--- config.mk ---
export PLATFORM = sky130hd
export DESIGN_NAME = mfunc_reg_arb
export DESIGN_NICKNAME = d
export VERILOG_FILES = /design/src/rtl/mfunc_reg_arb.sv
export SDC_FILE = /design/constraint.sdc
export NUM_CORES = 1
export LEC_CHECK = 0
export ABC_AREA = 1
export CAP_MARGIN = 5
export CORE_UTILIZATION = 26
export DETAILED_ROUTE_END_ITERATION = 10
export GPL_TIMING_DRIVEN = 0
export PLACE_DENSITY = 0.59
export SLEW_MARGIN = 5
export SYNTH_ARGS = -nofsm -noshare
export SYNTH_HDL_FRONTEND = slang
export SYNTH_SLANG_ARGS = --single-unit
--- constraint.sdc ---
create_clock -name i_clk -period 5.6 [get_ports i_clk]
set_clock_uncertainty 0.15 [all_clocks]
set_input_delay 1.12 -clock i_clk [delete_from_list [all_inputs] [get_ports i_clk]]
set_output_delay 1.12 -clock i_clk [all_outputs]
set_load 0.01 [all_outputs]
--- src/rtl/mfunc_reg_arb.sv ---
// Round-robin arbiter sharing one MFUNC sub-register port between NUM_REQ requesters.
// Latency: request sampled in IDLE at cycle N, register access at N+1, ack + read data at N+2.
// Backpressure: req is a level held until ack; losers simply wait, at most NUM_REQ-1 transactions.
//
// Ports:
//   i_clk, i_rst        clock, synchronous active-high reset
//   i_req/i_req_wr      per-requester request level and write(1)/read(0) select
//   i_req_addr/_wdata   packed per-requester address / write data, requester i at [i*W +: W]
//   o_ack               one-hot, one-cycle completion pulse
//   o_rsp_rdata         read data in the ack cycle (0 for writes), held until the next access
//   o_grant_id          current or last granted requester
//   o_busy              high during ACCESS and RESP
//   o_reg_wr_en         write strobe to the register block (ACCESS only)
//   o_sub_reg_addr      address to the register block
//   o_reg_wr_data       write data to the register block
//   i_reg_rd_data       combinational read data from the register block
module mfunc_reg_arb #(
  parameter int NUM_REQ = 3,
  parameter int ADDR_W  = 12,
  parameter int DATA_W  = 32
) (
  input  logic                      i_clk,
  input  logic                      i_rst,
  input  logic [NUM_REQ-1:0]        i_req,
  input  logic [NUM_REQ-1:0]        i_req_wr,
  input  logic [NUM_REQ*ADDR_W-1:0] i_req_addr,
  input  logic [NUM_REQ*DATA_W-1:0] i_req_wdata,
  output logic [NUM_REQ-1:0]        o_ack,
  output logic [DATA_W-1:0]         o_rsp_rdata,
  output logic [2:0]                o_grant_id,
  output logic                      o_busy,
  output logic                      o_reg_wr_en,
  output logic [ADDR_W-1:0]         o_sub_reg_addr,
  output logic [DATA_W-1:0]         o_reg_wr_data,
  input  logic [DATA_W-1:0]         i_reg_rd_data
);

  typedef enum logic [1:0] {
    ST_IDLE   = 2'd0,
    ST_ACCESS = 2'd1,
    ST_RESP   = 2'd2
  } state_t;

  // Pointer starts at the top requester so requester 0 has first priority.
  localparam logic [2:0] LAST_RST = 3'(NUM_REQ - 1);

  state_t               r_state;
  logic [2:0]           r_last;
  logic [2:0]           r_grant;
  logic [NUM_REQ-1:0]   r_ack;
  logic [DATA_W-1:0]    r_rsp_rdata;
  logic [DATA_W-1:0]    r_wr_data;
  logic [ADDR_W-1:0]    r_addr;
  logic                 r_busy;
  logic                 r_wr_en;

  logic [2*NUM_REQ-1:0] w_req_dbl;
  logic [NUM_REQ-1:0]   w_req_rot;
  logic                 w_found;
  logic [2:0]           w_win;
  logic                 w_win_wr;
  logic [ADDR_W-1:0]    w_win_addr;
  logic [DATA_W-1:0]    w_win_wdata;

  // Rotate the request vector so bit 0 is requester (last+1) mod NUM_REQ;
  // the first set bit of the rotated vector is then the round-robin winner.
  // The shift amount is 4 bits so last+1 = 8 does not wrap for NUM_REQ = 8.
  assign w_req_dbl = {i_req, i_req};
  assign w_req_rot = NUM_REQ'(w_req_dbl >> ({1'b0, r_last} + 4'd1));

  always_comb begin
    w_found = 1'b0;
    w_win   = r_last;
    for (int k = 0; k < NUM_REQ; k++) begin
      if (!w_found && w_req_rot[k]) begin
        w_found = 1'b1;
        w_win   = 3'((int'(r_last) + 1 + k) % NUM_REQ);
      end
    end
  end

  // Select the winner's command fields with constant slices.
  always_comb begin
    w_win_wr    = 1'b0;
    w_win_addr  = '0;
    w_win_wdata = '0;
    for (int k = 0; k < NUM_REQ; k++) begin
      if (w_win == 3'(k)) begin
        w_win_wr    = i_req_wr[k];
        w_win_addr  = i_req_addr[k*ADDR_W +: ADDR_W];
        w_win_wdata = i_req_wdata[k*DATA_W +: DATA_W];
      end
    end
  end

  always_ff @(posedge i_clk) begin
    if (i_rst) begin
      r_state     <= ST_IDLE;
      r_last      <= LAST_RST;
      r_grant     <= '0;
      r_ack       <= '0;
      r_rsp_rdata <= '0;
      r_wr_data   <= '0;
      r_addr      <= '0;
      r_busy      <= 1'b0;
      r_wr_en     <= 1'b0;
    end else begin
      r_ack   <= '0;
      r_wr_en <= 1'b0;
      case (r_state)
        ST_IDLE: begin
          if (w_found) begin
            r_addr    <= w_win_addr;
            r_wr_data <= w_win_wdata;
            r_wr_en   <= w_win_wr;
            r_grant   <= w_win;
            r_last    <= w_win;
            r_busy    <= 1'b1;
            r_state   <= ST_ACCESS;
          end
        end
        ST_ACCESS: begin
          // r_wr_en still holds the latched direction during ACCESS.
          r_rsp_rdata <= r_wr_en ? '0 : i_reg_rd_data;
          r_ack       <= NUM_REQ'(1) << r_grant;
          r_state     <= ST_RESP;
        end
        ST_RESP: begin
          r_busy  <= 1'b0;
          r_state <= ST_IDLE;
        end
        default: begin
          r_busy  <= 1'b0;
          r_state <= ST_IDLE;
        end
      endcase
    end
  end

  assign o_ack          = r_ack;
  assign o_rsp_rdata    = r_rsp_rdata;
  assign o_grant_id     = r_grant;
  assign o_busy         = r_busy;
  assign o_reg_wr_en    = r_wr_en;
  assign o_sub_reg_addr = r_addr;
  assign o_reg_wr_data  = r_wr_data;

endmodule
Yosys cells after proc, flatten, opt, wreduce, memory -nomap -nowiden
Index checks and enable logic that the tools add are counted.
{"block": "totals", "reg_bits": 89, "output_inout_bits": 84, "wordCells": 55}
{"block": "op_classes", "n_addsub": 4, "div": 3, "n_eq_ne": 4, "shifts": 2, "muxes": 20, "n_bitwise": 3, "reduce_logical": 10}
{"operator": "2-to-1 mux 32 bit", "count": 4}
{"operator": "modulo 32 x 3 -> 32 bit (second input constant)", "count": 3}
{"operator": "2-to-1 mux 12 bit", "count": 3}
{"operator": "adder 32 x 2 -> 32 bit (second input constant)", "count": 1}
{"operator": "2-to-1 mux 3 bit", "count": 3}
{"operator": "adder 3 x 1 -> 4 bit (second input constant)", "count": 2}
{"operator": "2-to-1 mux 1 bit", "count": 7}
{"operator": ">> shifter 6 x 4 -> 3 bit", "count": 1}
{"operator": "adder 4 x 2 -> 5 bit (second input constant)", "count": 1}
{"operator": "one-hot mux 2 bit (2 select lines)", "count": 1}
{"operator": "AND reduction 2 bit", "count": 2}
{"operator": "== test 3 x 1 -> 1 bit (second input constant)", "count": 1}
{"operator": "== test 3 x 2 -> 1 bit (second input constant)", "count": 1}
{"operator": "zero test 3 bit", "count": 1}
{"operator": "NOT 1 bit", "count": 3}
{"operator": "OR reduction 3 bit", "count": 1}
{"operator": "<< shifter 1 x 3 -> 3 bit (first input constant)", "count": 1}
{"operator": "== test 2 x 1 -> 1 bit (second input constant)", "count": 1}
{"operator": "logical AND 1 bit", "count": 2}
{"operator": "zero test 1 bit", "count": 2}
{"operator": "zero test 2 bit", "count": 1}
{"operator": "2-to-1 mux 2 bit", "count": 1}
{"operator": "inequality test 2 bit (second input constant)", "count": 1}
{"operator": "one-hot mux 1 bit (2 select lines)", "count": 1}
{"operator": "OR reduction 2 bit", "count": 1}

Longest topological paths before layout
Gate-level depths: netlist of run 1.
{"block": "logic_depth", "depth_word": 13, "ltp_mapped": 36}

Worst setup path before layout of run 1
No wires, ideal clock.
{"block": "synth_path", "path_type": "register to register", "from": "reg r_last[1]", "to": "reg r_wr_data[23] (netlist: o_reg_wr_data[23])", "setup_time_ns": 0.070, "arrival_ns": 4.671, "t_required_ns": 5.380, "setup_slack_ns": 0.709, "stages_incl_launch_ff": 32, "period_less_slack_ns": 4.891, "cell_sequence": "dfxtp_1 buf_2 inv_1 ha_1 inv_1 ha_1 or2_2 ha_1 nor2_1 nor2_1 nor2_1 nor2_1 nand3_1 a21oi_2 xor2_1 inv_1 ha_1 inv_1 nand3_1 a211oi_1 o211ai_1 nor2_1 nor2_1 nand2_1 nand3_1 nand2_4 buf_6 buf_4 nand4_1 nand2_1 nand3_1 a21oi_1"}
{"block": "synth_between", "elab_chain_cells": 13}
{"element": "start: declaration", "line_no": "48", "text": "logic [2:0] r_last;"}
{"element": "start signal: assignment", "line_no": "117", "text": "r_last <= w_win;"}
{"element": "branches (longest 13 deep; another with adder 32 x 2 -> 32 bit)"}
{"element": "end signal: assignment", "line_no": "114", "text": "r_wr_data <= w_win_wdata;"}
{"element": "end: declaration", "line_no": "52", "text": "logic [DATA_W-1:0] r_wr_data;"}
Several ways; the timed one is not identified.
A chain may end at the register's enable or synchronous reset.

Final worst setup path of run 1
{"block": "layout_path", "from": "reg r_last[1]", "to": "reg r_wr_data[28] (netlist: o_reg_wr_data[28])"}
The elaborated chain is that of the path after synthesis.

==> flow_metrics.env, run 1 <==
export IMPL_status="finished, final reports clean"
export IMPL_die_height_um=153.5
export IMPL_fin_crit_ps=5295
export IMPL_final_util_pct=42.07
export IMPL_hold_viol=0
export IMPL_slowest_delay_ps=390
export IMPL_design_die_area_um2=23570
export IMPL_wl_um=23240
export IMPL_ios=256
export IMPL_synth_cell_types=39
export IMPL_critPathSlowestCell="dfxtp_4"
export IMPL_dp_cells=1473
export IMPL_postRouteAntennaNets=0
export IMPL_max_slew_margin_rel_pct=55.78
export IMPL_ys_ff_latch=87
export IMPL_grt_max_degree=17
export IMPL_crit_arrival_ps=5420
export IMPL_setup_violations=0
export IMPL_yosysTopAreaCell="dfxtp_1"
export IMPL_clock_sinks=87
export IMPL_syn_area_per_cell_um2=6.390
export IMPL_synth_seq_area_share_pct=29.18
export IMPL_fmax_ghz=0.1889
export IMPL_cts_buffers=9
export IMPL_worst_hold_slack_ps=314.6
export IMPL_cts_hold_fix_buffers=0
export IMPL_dp_hpwl_um=18220
export IMPL_crit_buf_inv=7
export IMPL_synth_area_leaders="dfxtp_1, nand2_1, nand3_1, a21oi_1, inv_1"
export IMPL_dieWidth_um=153.5
export IMPL_nFillCells=2407
export IMPL_async_flop_share_pct=0
export IMPL_final_cells=1506
export IMPL_slew_violations=0
export IMPL_critPathRequiredTime_ps=5730
export IMPL_syn_inst=934
export IMPL_overflow=0
export IMPL_nets=1408
export IMPL_drive_gt1_share_pct=10.73
export IMPL_clk_latency_ps=340
export IMPL_num_antenna_cells=0
export IMPL_worstHoldPathType="reg -> reg"
export IMPL_syn_nets=1126
export IMPL_htreeDepth=3
export IMPL_route_vias_total=7094
export IMPL_wl_per_cell_um=15.43
export IMPL_clkSlewWorstSetupHoldPaths_ps=70
export IMPL_synth_most_common_cell="nand2_1"
export IMPL_grt_pass1_wl_um=36050
export IMPL_synth_edf_count=0
export IMPL_antenna_found_initial=0
export IMPL_synth_top_flop_cell="dfxtp_1"
export IMPL_grt_usage_pct=19.35
export IMPL_period_share_pct=94.55
export IMPL_io_buffers=254
export IMPL_viasPerCell=4.710
export IMPL_start_util_pct=26.44
export IMPL_globalplace_congestion=0.9521
export IMPL_cts_buffer_depth=2
export IMPL_cts_root_buffer="clkbuf_16"
export IMPL_cts_tree="yes"
export IMPL_firstDrtPassIters=4
export IMPL_yosys_warnings=0
export IMPL_end_kind="register"
export IMPL_path_max_fanout=10
export IMPL_cpMostUsedCell="nor2_1"
export IMPL_cap_violations=0
export IMPL_synthesis_area_um2=5968
export IMPL_crit_family="simple AND/OR/NAND/NOR gates"
export IMPL_tightest_slew_ps=663.4
export IMPL_drcViolationCount=0
export IMPL_syn_to_final_growth_pct=59.10
export IMPL_drt_iter0_drc=334
export IMPL_row_count=55
export IMPL_grt_pass1_vias=6864
export IMPL_yosys_area_top_type_share_pct=29.18
export IMPL_worstSetupPathType="reg -> reg"
export IMPL_netlist_top_cells_count="nand2_1, nand3_1, inv_1, dfxtp_1, a21oi_1"
export IMPL_startpoint_type="register"
export IMPL_core_um2=22570
## per-stage QoR
step	setup TNS, ps	setup slack (ps)	instance area (um^2)
global placement	-11980	-351.6	8867
finish	0	305.3	9495
CTS	-17.45	-17.45	9179
detailed placement	-15370	-423.8	8867
global route	-21.84	-9.408	9495
floorplan	0	708.5	5968
## area by class of cell
class	instances	area (um^2)	area share (%)
inverters	102	402.9	4.243
flip-flops and latches	87	1749	18.42
repair buffers	270	2660	28.01
multi-input cells	684	3650	38.44
well taps	285	356.6	3.755
clock inverters	6	52.55	0.5534
clock buffers	10	229.0	2.411
plain buffers	62	395.4	4.164
## sequential cells by signal, summed over array words and instances, names as in the netlist
register / cells
o_reg_wr_en: 1
r_last: 3
o_sub_reg_addr: 12
o_busy: 1
o_grant_id: 1
o_rsp_rdata: 32
r_state: 2
o_ack: 3
o_reg_wr_data: 32
## final timing paths
kind	from	to	slack [ps]	depth (start not counted)
worst min-delay path	o_reg_wr_data[13]	o_reg_wr_data[13]	310	2
worst min register to register	o_reg_wr_data[13]	o_reg_wr_data[13]	310	2
worst max-delay path	r_last[1]	o_reg_wr_data[28]	310	31
worst max register to register	r_last[1]	o_reg_wr_data[28]	310	31
## tightest hold or removal path, stage by stage (launching register included)
cell     delay (ps)
dfxtp_1         310
nand2_1          60
a21oi_1          50
## layer usage
layer	vias to the layer above	global-route usage, %	part of all wire [%]	wire [um]
met1	3205	22.62	42	9670
met4	0	7.143	3.0	691
met3	37	4.876	7.1	1653
met5	-	0	0	0
met2	225	33.94	48	11230
li1	3627	-	-	-
## repair_timing
item | CTS | global route
resized for setup | 8 | 61
pin swaps | 0 | 13
endpoints found under the setup margin | 47 | 48
gates cloned | 0 | 1
setup buffers | 0 | 16
## cell families (layout without fill, tap and decap cells)
family | Yosys count | in the layout | share of synthesized area (%)
AND/OR/NAND/NOR | 547 | 548 | 44.17
buffers and inverters | 164 | 450 | 11.61
AO/OA/AOI/OAI | 109 | 109 | 9.791
flip-flops | 87 | 87 | 29.18
adder cells (fa/ha/maj) | 20 | 20 | 4.193
XOR/XNOR | 6 | 6 | 0.8807
multiplexers | 1 | 1 | 0.1677
## layout by cell type (no fill, tap or decap), drive strengths merged
master and instances:
nand2 300, clkdlybuf4s50 254, nand3 116, inv 102, a21oi 88, dfxtp 87
nand4 50, nand3b 46, buf 45, clkbuf 43, nor2 31, ha 20
o21ai 11, clkinvlp 4, o211ai 4, or2 4, xor2 3, xnor2 3
clkinv 2, mux2i 1, a21boi 1, nor3 1, o21bai 1, a31oi 1
a311oi 1, a211oi 1, o22ai 1
Power of run 1 is not shown: default switching activity piles up to over one toggle a cycle in this logic, so the estimate is an artifact.
==> inputs of run 2 (changes only) <==
--- a/config.mk
+++ b/config.mk
@@ -7,10 +7,9 @@
 export LEC_CHECK = 0
 export ABC_AREA = 1
 export CAP_MARGIN = 5
-export CORE_UTILIZATION = 26
+export CORE_UTILIZATION = 43
 export DETAILED_ROUTE_END_ITERATION = 10
-export GPL_TIMING_DRIVEN = 0
-export PLACE_DENSITY = 0.59
+export PLACE_DENSITY = 0.86
 export SLEW_MARGIN = 5
 export SYNTH_ARGS = -nofsm -noshare
 export SYNTH_HDL_FRONTEND = slang
==> flow_metrics.env, run 2 (synthesized netlist as in run 1, its figures left out) <==
export IMPL_setup_violations=0
export IMPL_status="finished, final reports clean"
export IMPL_critPathSlowestCell="dfxtp_4"
export IMPL_cap_violations=0
export IMPL_final_common_cell="nand2_1"
export IMPL_grt_usage_pct=28.33
export IMPL_core_um2=13400
export IMPL_cts_buffers=9
export IMPL_cts_buffer_depth=2
export IMPL_antenna_found_initial=2
export IMPL_grt_pass1_wl_um=32090
export IMPL_tightest_slew_ps=1090
export IMPL_worst_r2r_startpoint="r_last[0]"
export IMPL_worstHoldPathType="reg -> reg"
export IMPL_max_slew_margin_rel_pct=27.33
export IMPL_cpMostUsedCell="inv_1"
export IMPL_hold_path_endpoint="o_reg_wr_data[1]"
export IMPL_rsz0062_at_grt="yes"
export IMPL_wl_um=21400
export IMPL_drcViolationCount=0
export IMPL_start_util_pct=44.54
export IMPL_syn_to_final_growth_pct=52.93
export IMPL_dp_hpwl_um=15140
export IMPL_ff2ff_path_depth=32
export IMPL_rrSetupSlack_ps=390
export IMPL_period_share_pct=93.09
export IMPL_grt_max_degree=57
export IMPL_clock_sinks=87
export IMPL_clk_latency_ps=350
export IMPL_fin_crit_ps=5213
export IMPL_placed_area_um2=8621
export IMPL_crit_family="simple AND/OR/NAND/NOR gates"
export IMPL_slowest_delay_ps=390
export IMPL_htreeDepth=3
export IMPL_design_die_area_um2=14350
export IMPL_worstSetupPathType="reg -> reg"
export IMPL_fmax_ghz=0.1918
export IMPL_crit_arrival_ps=5250
export IMPL_end_kind="register"
export IMPL_startpoint_type="register"
export IMPL_finalSetupTns_ps=0
export IMPL_globalplace_congestion=0.9379
export IMPL_slew_violations=0
export IMPL_layout_common_cells="nand2_1, clkdlybuf4s50_1, nand3_1, inv_1, dfxtp_1"
export IMPL_holdPathStages=2
export IMPL_final_util_pct=68.11
export IMPL_row_count=42
export IMPL_die_height_um=119.8
export IMPL_firstDrtPassIters=7
export IMPL_wl_per_cell_um=15.90
export IMPL_final_cells=1346
export IMPL_grt_pass1_vias=6449
export IMPL_overflow=0
export IMPL_dp_cells=1321
export IMPL_crit_buf_inv=7
export IMPL_viasPerCell=5.235
export IMPL_hold_viol=0
export IMPL_cts_tree="yes"
export IMPL_critPathRequiredTime_ps=5640
export IMPL_cts_root_buffer="clkbuf_16"
export IMPL_route_vias_total=7046
export IMPL_worst_r2r_endpoint="o_reg_wr_data[1]"
export IMPL_fin_area_um2=9128
export IMPL_drive_gt1_share_pct=8.562
export IMPL_clkSlewWorstSetupHoldPaths_ps=70
export IMPL_nets=1356
export IMPL_ios=256
export IMPL_dieWidth_um=119.8
export IMPL_path_max_fanout=28
export IMPL_hold_start="o_reg_wr_data[1]"
export IMPL_cts_hold_fix_buffers=0
export IMPL_io_buffers=255
export IMPL_drt_iter0_drc=519
export IMPL_postRouteAntennaNets=0
[run 2: per-stage QoR]
stage	worst slack, ps	hold slack (ps)
CTS	45.15	314.4
detailed placement	110.0	304.7
global placement	331.8	301.0
global route	-6.362	324.2
finish	386.8	312.4
floorplan	708.5	337.2
[run 2: what timing repair did]
item	in CTS	in global routing
setup endpoints to repair	0	48
buffers inserted	0	2
resized for setup	0	19
[run 2: worst max path at each step]
| stage | cells after the start | startpoint | endpoint | slack, ps |
|---|---|---|---|---|
| floorplan | 31 | r_last[1] | o_reg_wr_data[23] | 710 |
| global placement | 28 | r_last[1] | o_reg_wr_data[1] | 330 |
| detailed placement | 32 | r_last[1] | o_reg_wr_data[4] | 110 |
| CTS | 32 | r_last[1] | o_reg_wr_data[30] | 50 |
| global route | 34 | r_last[1] | o_reg_wr_data[21] | -6 |
| finish | 32 | r_last[0] | o_reg_wr_data[1] | 390 |
[run 2: worst reg2reg max path: cells and delay by family, from the launching register on]
kind,cells,cell delay (ps)
XOR/XNOR,1,190
AND/OR/NAND/NOR,14,1630
AO/OA/AOI/OAI,4,490
adder cells (fa/ha/maj),5,1160
multiplexers,1,180
buffers and inverters,7,880
flip-flops,1,390
[run 2: final cells by class]
| type | count | area, um^2 |
|---|---|---|
| Antenna cell | 2 | 5.005 |
| Clock inverter | 6 | 71.32 |
| Fill cell | 1119 | 4273 |
| Clock buffer | 9 | 225.2 |
| Inverter | 102 | 385.4 |
| Tap cell | 176 | 220.2 |
| Timing Repair Buffer | 279 | 2859 |
| Sequential cell | 87 | 1749 |
| Multi-Input combinational cell | 685 | 3612 |
[run 2: per-layer routing]
metal  vias up  routed length, um  share of wire [%]  track usage, %
li1       3519                  -                  -               -
met4         0                679                3.2           9.688
met1      3188               8657                 40           33.97
met5         -                  0                  0               0
met3        51               1613                7.5           7.224
met2       288              10450                 49           48.84
Power of run 2 is left out for the same reason.
